### src/rtl/cp0_regs.sv
// cp0_regs: M-stage CP0 holding SR/Cause/EPC/PRId, arbitrating interrupts vs. exceptions; define CP0_TIMER_EN to add Count/Compare timer on IP7
module cp0_regs #(
    parameter logic [31:0] PRID    = 32'h0017_3701,
    parameter logic [31:0] HANDLER = 32'h0000_4180
) (
    input  logic        clk,
    input  logic        reset,
    input  logic [4:0]  A,
    input  logic [31:0] DIn,
    input  logic        We,
    input  logic [31:0] PCM,
    input  logic        BDM,
    input  logic        ExceptionM,
    input  logic [4:0]  ExcM,
    input  logic [5:0]  HWInt,
    input  logic        EretM,
    output logic [31:0] DOut,
    output logic [31:0] EPC,
    output logic [31:0] Vector,
    output logic        IntReq
);
    logic [5:0]  sr_im;
    logic        sr_exl;
    logic        sr_ie;
    logic        cause_bd;
    logic [5:0]  cause_ip;
    logic [4:0]  cause_exc;
    logic [29:0] epc_q;
    logic [5:0]  hw_eff;
    logic        irq_pend;
    logic        wr_sr;
    logic        wr_epc;
    logic [31:0] sr_val;
    logic [31:0] cause_val;
    logic        unused_bits;

    assign wr_sr       = We && A == 5'd12;
    assign wr_epc      = We && A == 5'd14;
    assign irq_pend    = |(hw_eff & sr_im) & sr_ie & ~sr_exl;
    assign IntReq      = irq_pend | (ExceptionM & ~sr_exl);
    assign EPC         = {epc_q, 2'b00};
    assign Vector      = HANDLER;
    assign sr_val      = {16'b0, sr_im, 8'b0, sr_exl, sr_ie};
    assign cause_val   = {cause_bd, 15'b0, cause_ip, 3'b0, cause_exc, 2'b00};
    assign unused_bits = &{1'b0, PCM[1:0], DIn[31:16], DIn[9:2]};

`ifdef CP0_TIMER_EN
    logic [31:0] count;
    logic [31:0] compare;
    logic        timer_irq;
    logic        wr_count;
    logic        wr_compare;

    assign wr_count   = We && A == 5'd9;
    assign wr_compare = We && A == 5'd11;
    assign hw_eff     = HWInt | {timer_irq, 5'b0};

    // free-running Count, Compare match raises the timer line until Compare is rewritten
    always_ff @(posedge clk or negedge reset) begin
        if (!reset) begin
            count     <= '0;
            compare   <= '0;
            timer_irq <= 1'b0;
        end else begin
            count <= wr_count ? DIn : count + 32'd1;
            if (wr_compare)
                compare <= DIn;
            if (wr_compare)
                timer_irq <= 1'b0;
            else if (!wr_count && count + 32'd1 == compare)
                timer_irq <= 1'b1;
        end
    end
`else
    assign hw_eff = HWInt;
`endif

    // exception entry beats eret, which beats mtc0; eret's EXL clear overrides a same-cycle SR write
    always_ff @(posedge clk or negedge reset) begin
        if (!reset) begin
            sr_im     <= '0;
            sr_exl    <= 1'b0;
            sr_ie     <= 1'b0;
            cause_bd  <= 1'b0;
            cause_ip  <= '0;
            cause_exc <= '0;
            epc_q     <= '0;
        end else begin
            cause_ip <= hw_eff;
            if (IntReq) begin
                sr_exl    <= 1'b1;
                cause_bd  <= BDM;
                epc_q     <= PCM[31:2] - {29'b0, BDM};
                cause_exc <= irq_pend ? 5'd0 : ExcM;
            end else begin
                if (wr_sr) begin
                    sr_im  <= DIn[15:10];
                    sr_exl <= DIn[1];
                    sr_ie  <= DIn[0];
                end
                if (wr_epc)
                    epc_q <= DIn[31:2];
                if (EretM)
                    sr_exl <= 1'b0;
            end
        end
    end

    // mfc0 read mux; no bypass of a same-cycle mtc0
    always_comb begin
        DOut = '0;
        case (A)
            5'd12: DOut = sr_val;
            5'd13: DOut = cause_val;
            5'd14: DOut = EPC;
            5'd15: DOut = PRID;
`ifdef CP0_TIMER_EN
            5'd9:  DOut = count;
            5'd11: DOut = compare;
`endif
            default: DOut = '0;
        endcase
    end
endmodule

### config.mk
export PLATFORM = sky130hd
export DESIGN_NAME = cp0_regs
export DESIGN_NICKNAME = d
export VERILOG_FILES = /design/src/rtl/cp0_regs.sv
export SDC_FILE = /design/constraint.sdc
export NUM_CORES = 1
export LEC_CHECK = 0
export ABC_AREA = 1
export CAP_MARGIN = 10
export CORE_UTILIZATION = 45
export CTS_CLUSTER_DIAMETER = 40
export CTS_CLUSTER_SIZE = 20
export DETAILED_ROUTE_END_ITERATION = 8
export GPL_TIMING_DRIVEN = 1
export PLACE_DENSITY = 0.87
export SETUP_SLACK_MARGIN = 0.15
export SYNTH_ARGS = -nofsm -noshare
export SYNTH_HDL_FRONTEND = slang
export SYNTH_SLANG_ARGS = --single-unit
### constraint.sdc
create_clock -name clk -period 3.6 [get_ports clk]
set_input_delay 0.36 -clock clk [delete_from_list [all_inputs] [get_ports clk]]
set_output_delay 0.36 -clock clk [all_outputs]
set_load 0.005 [all_outputs]
Word-level counts from Yosys, hierarchy flattened
Cells that the tools add are included.
Widths: inputs -> output; s select.
- ROM bits: 0
- memories: 0
- output and inout bits: 97
- bits in writable memories: 0
- latch bits: 0
- bits in registers: 50
- input port bits: 86
- word-level logic and storage cells: 32
- multipliers: 0
- bitwise gates (word level): 7
- $lt $le $gt $ge: 0
- add/sub/neg operators: 1
- shift operators: 0
- reductions and logical operators: 6
- eq/ne operators: 4
- divide/modulo/power cells: 0
- mux-type cells: 7
- operators with widths (operator ; number):
    $pmux 32 s4 ; 1
    $mux 30 ; 2
    $sub 30x1->30 ; 1
    $eq 5x4->1 const B ; 4
    $and 6x6->6 ; 1
    $reduce_or 6->1 ; 1
    $mux 5 ; 1
    $and 1x1->1 ; 3
    $mux 1 ; 3
    $reduce_bool 3->1 ; 1
    $logic_and 1x1->1 ; 2
    $not 1->1 ; 2
    $reduce_and 2->1 ; 1
    $reduce_bool 2->1 ; 1
    $or 1x1->1 ; 1

Longest topological paths before layout
- depth in word-level cells: 7
- mapped depth: 11
- mapped depth without buffers: 11

Worst setup path before layout
Ideal clock, no wire load.
- kind: input-to-reg
- start: input port PCM[2]
- end: register epc_q[28]
- setup time: 0.125 ns
- path buffers: 0
- required time: 3.475 ns
- arrival time: 1.440 ns
- path slack: 2.035 ns
- stages: 9
- path through: inv_1 -> ha_1 -> ha_1 -> nand2_1 -> nor2_2 -> and2_1 -> nand3_1 -> nand3_1 -> nand3_1
- word-level cells in the longest chain between the ends: 2
- ends and longest elaborated chain (item ; line ; text):
    from (decl) ; 11 ; input logic [31:0] PCM,
    $sub 30x1->30 ; 93 ; epc_q <= PCM[31:2] - {29'b0, BDM};
    $mux 30 ; 90 ; if (IntReq) begin
    to (signal assigned) ; 93 ;
    to (signal assigned) ; 102 ; epc_q <= DIn[31:2];
    to (decl) ; 28 ; logic [29:0] epc_q;
Every way passes these cells.
A chain may end at the register's enable or synchronous reset.

Final worst setup path
- start: input port A[0]
- end: output port DOut[10]
- word-level cells in the longest chain between the ends: 2
- elaborated cells on any way between the ends: 5
- classes of those cells: eq/ne (4); mux (1)
- ends and longest elaborated chain (item ; line ; text):
    from (decl) ; 8 ; input logic [4:0] A,
    $eq 5x4->1 ; 112 ; case (A)
    $pmux 32 s4 * ; 112 ;
    to (decl) ; 17 ; output logic [31:0] DOut,
Mark *: on every way between the ends. The rest lies on a longest branch, timed or not.

==> flow_summary.json <==
{
  "outcome": "finished clean",
  "setup_viol": 0,
  "dp_hpwl_um": 9450,
  "cts_tree": "built",
  "yosys_warnings": 0,
  "core_um2": 8260,
  "cp_num_buf_inv": 3,
  "yosys_register_bits": 50,
  "final_cell_mix": "215 x nand2_1, 145 x clkdlybuf4s50_1, 75 x inv_1, 70 x nor2_1, 62 x nand3_1",
  "cts_sinks": 50,
  "drtIter0Drc": 295,
  "grt-ovfl-total": 0,
  "pin_count": 183,
  "slew_viol_final": 0,
  "avgSynthCellArea_um2": 6.36,
  "layout_commonest_cell": "nand2_1",
  "p_leak_nw": 2.62,
  "n_antenna_cell": 0,
  "synth_area_um2": 3860,
  "required_ps": 3240,
  "finalCritPeriodShare": 0.787,
  "gp_congestion": 0.948,
  "grt_max_degree": 51,
  "endpoint_kind": "primary output",
  "netlist.area_leader.share": 0.324,
  "finalCriticalPeriod_ps": 2830,
  "grt_pass1_vias": 3823,
  "insertion_delay_ps": 310,
  "start_util": 0.467,
  "path_cells": "clkdlybuf4s50_1, nor2_4, nand2_4, clkinv_1, nand2_1, o2111ai_1, clkdlybuf4s50_1",
  "cp.arrival_ps": 2470,
  "fp.dieW_um": 94.6,
  "ant_nets": 0,
  "worst_slack_ps": 767,
  "route.vias.total": 4260,
  "setup-tns-final_ps": 0,
  "placed_area_um2": 5230,
  "drv_cap": 0,
  "worstMarginPinSlew_ps": 563,
  "grt_usage": 0.266,
  "synthToLayoutAreaGrowth_pct": 38.4,
  "crit_family": "buffers and inverters",
  "m1WireLength_um": 5270,
  "relSlewSlack": 0.622,
  "syn_inst": 607,
  "finalInstanceArea_um2": 5340,
  "io_buffers": 146,
  "synth.top_cells.by_area": "dfrtp_1 32%, nand2_1 21%, nand3_1 8.0%",
  "rsz0062_at_grt": "false",
  "fillers": 730,
  "yosys.cell_types.count": 29,
  "critPathMaxStageDelay_ps": 520,
  "cp-start-kind": "input pin",
  "vias_per_cell": 5.01,
  "whs_ps": 27.7,
  "wl_per_cell_um": 14.1,
  "wl_met3_um": 774,
  "cts.clk_slew.worst_paths_ps": 100,
  "multi_input_area_um2": 2080,
  "fmax_ghz": 0.353,
  "final_cells": 851,
  "powerDensity_nw_per_um2": 517,
  "grt_pass1_wl_um": 18600,
  "dieArea_um2": 8950,
  "grt_antenna_before_repair": 0,
  "htree_levels": 2,
  "yosysSeqAreaShare": 0.324,
  "cts_setup_buffers": 0,
  "synth_top_cell_by_area": "dfrtp_1",
  "clock_skew_ps": 4.64,
  "die_height_um": 94.6,
  "drc": 0,
  "cp_common_cell": "clkdlybuf4s50_1",
  "highest_layer": "met4",
  "wl_met2_um": 5760,
  "crit_slowest_cell": "clkdlybuf4s50_1",
  "path_class": "in -> out",
  "hold_class": "in -> async",
  "fin_util": 0.647,
  "nNetsFinal": 833,
  "pre_cts_ws_ps": 764,
  "drive_gt1_frac": 0.0375,
  "rows": 33,
  "cts_resized": 0,
  "root_buffer": "clkbuf_8",
  "p_total_mw": 2.76,
  "hold_viol_final": 0,
  "routed_wl_um": 12000,
  "seq_area_um2": 1250,
  "cp_max_fo": 17,
  "clockBufferDepth": 2,
  "postCtsHoldBufs": 0,
  "placedCellCount": 842,
  "firstDrtPassIters": 5,
  "ir_drop_v": 0.000285,
  "cts_buffers": 5
}
## final cells by class
type                       count  share of cell area
inverter                      77              0.0541
clock buffer                   5              0.0129
tap                          105              0.0246
timing repair buffer         150               0.281
multi-input combinational    461               0.390
clock inverter                 3             0.00398
sequential                    50               0.234
## cells by family (layout without fill, tap and decap cells)
logic type,Yosys count,after routing,synth area share
flops,50,50,0.324
simple gates,377,377,0.422
buf+inv,128,235,0.168
xor+xnor,11,11,0.0250
fa+ha+maj,2,2,0.00648
other cells,2,34,0.00195
compound gates,37,37,0.0532
## registers in the layout, summed over array words and instances (netlist names)
signal and flops:
cause_bd 1, cause_exc 5, cause_ip 6, epc_q 30, sr_exl 1, sr_ie 1, sr_im 6
## per-layer routing
layer / GRT usage / up-vias
li1: - / 2090
met1: 0.355 / 1965
met2: 0.454 / 188
met3: 0.0370 / 17
met4: 0.0619 / 0
met5: 0 / -
## power by group
part           internal [mW]  leakage, nW  switching [mW]
clock network          0.137       0.0441           0.206
registers              0.814        0.577           0.183
logic                  0.671         2.00           0.752
total                   1.62         2.62            1.14
## Yosys cell counts, drive strengths merged
library cell and number:
o22ai 1, clkinv 1, xor2 8, o211ai 3, nor2 79, nand3 63
inv 76, ha 2, nor3 1, dfrtp 50, xnor2 3, and2 1
o2111ai 3, clkbuf 5, buf 46, nand4 14, nand2 219, conb 2
o21ai 30
## path summary, 6_finish.rpt
check                           from          end  cells after the start  slack (ps)
setup / recovery                A[0]     DOut[10]                      7         770
max in group asynchronous      reset     epc_q[0]                      2        3020
hold reg to reg            epc_q[15]    epc_q[15]                      2         530
hold / removal                 reset        sr_ie                      1          30
min in group clk            HWInt[5]  cause_ip[5]                      1         520
setup reg to reg            sr_im[1]        sr_ie                      9        1730
## worst reg2reg max path: stages, from the launching register on
cell	delay [ps]
dfrtp_1	390
nand2_1	60
nand2_1	50
nor2_1	120
nand2_1	80
nand3_2	90
nand2_4	240
buf_4	320
nor2_4	260
o21ai_0	130
No activity file was read; power rests on OpenSTA's default activity.
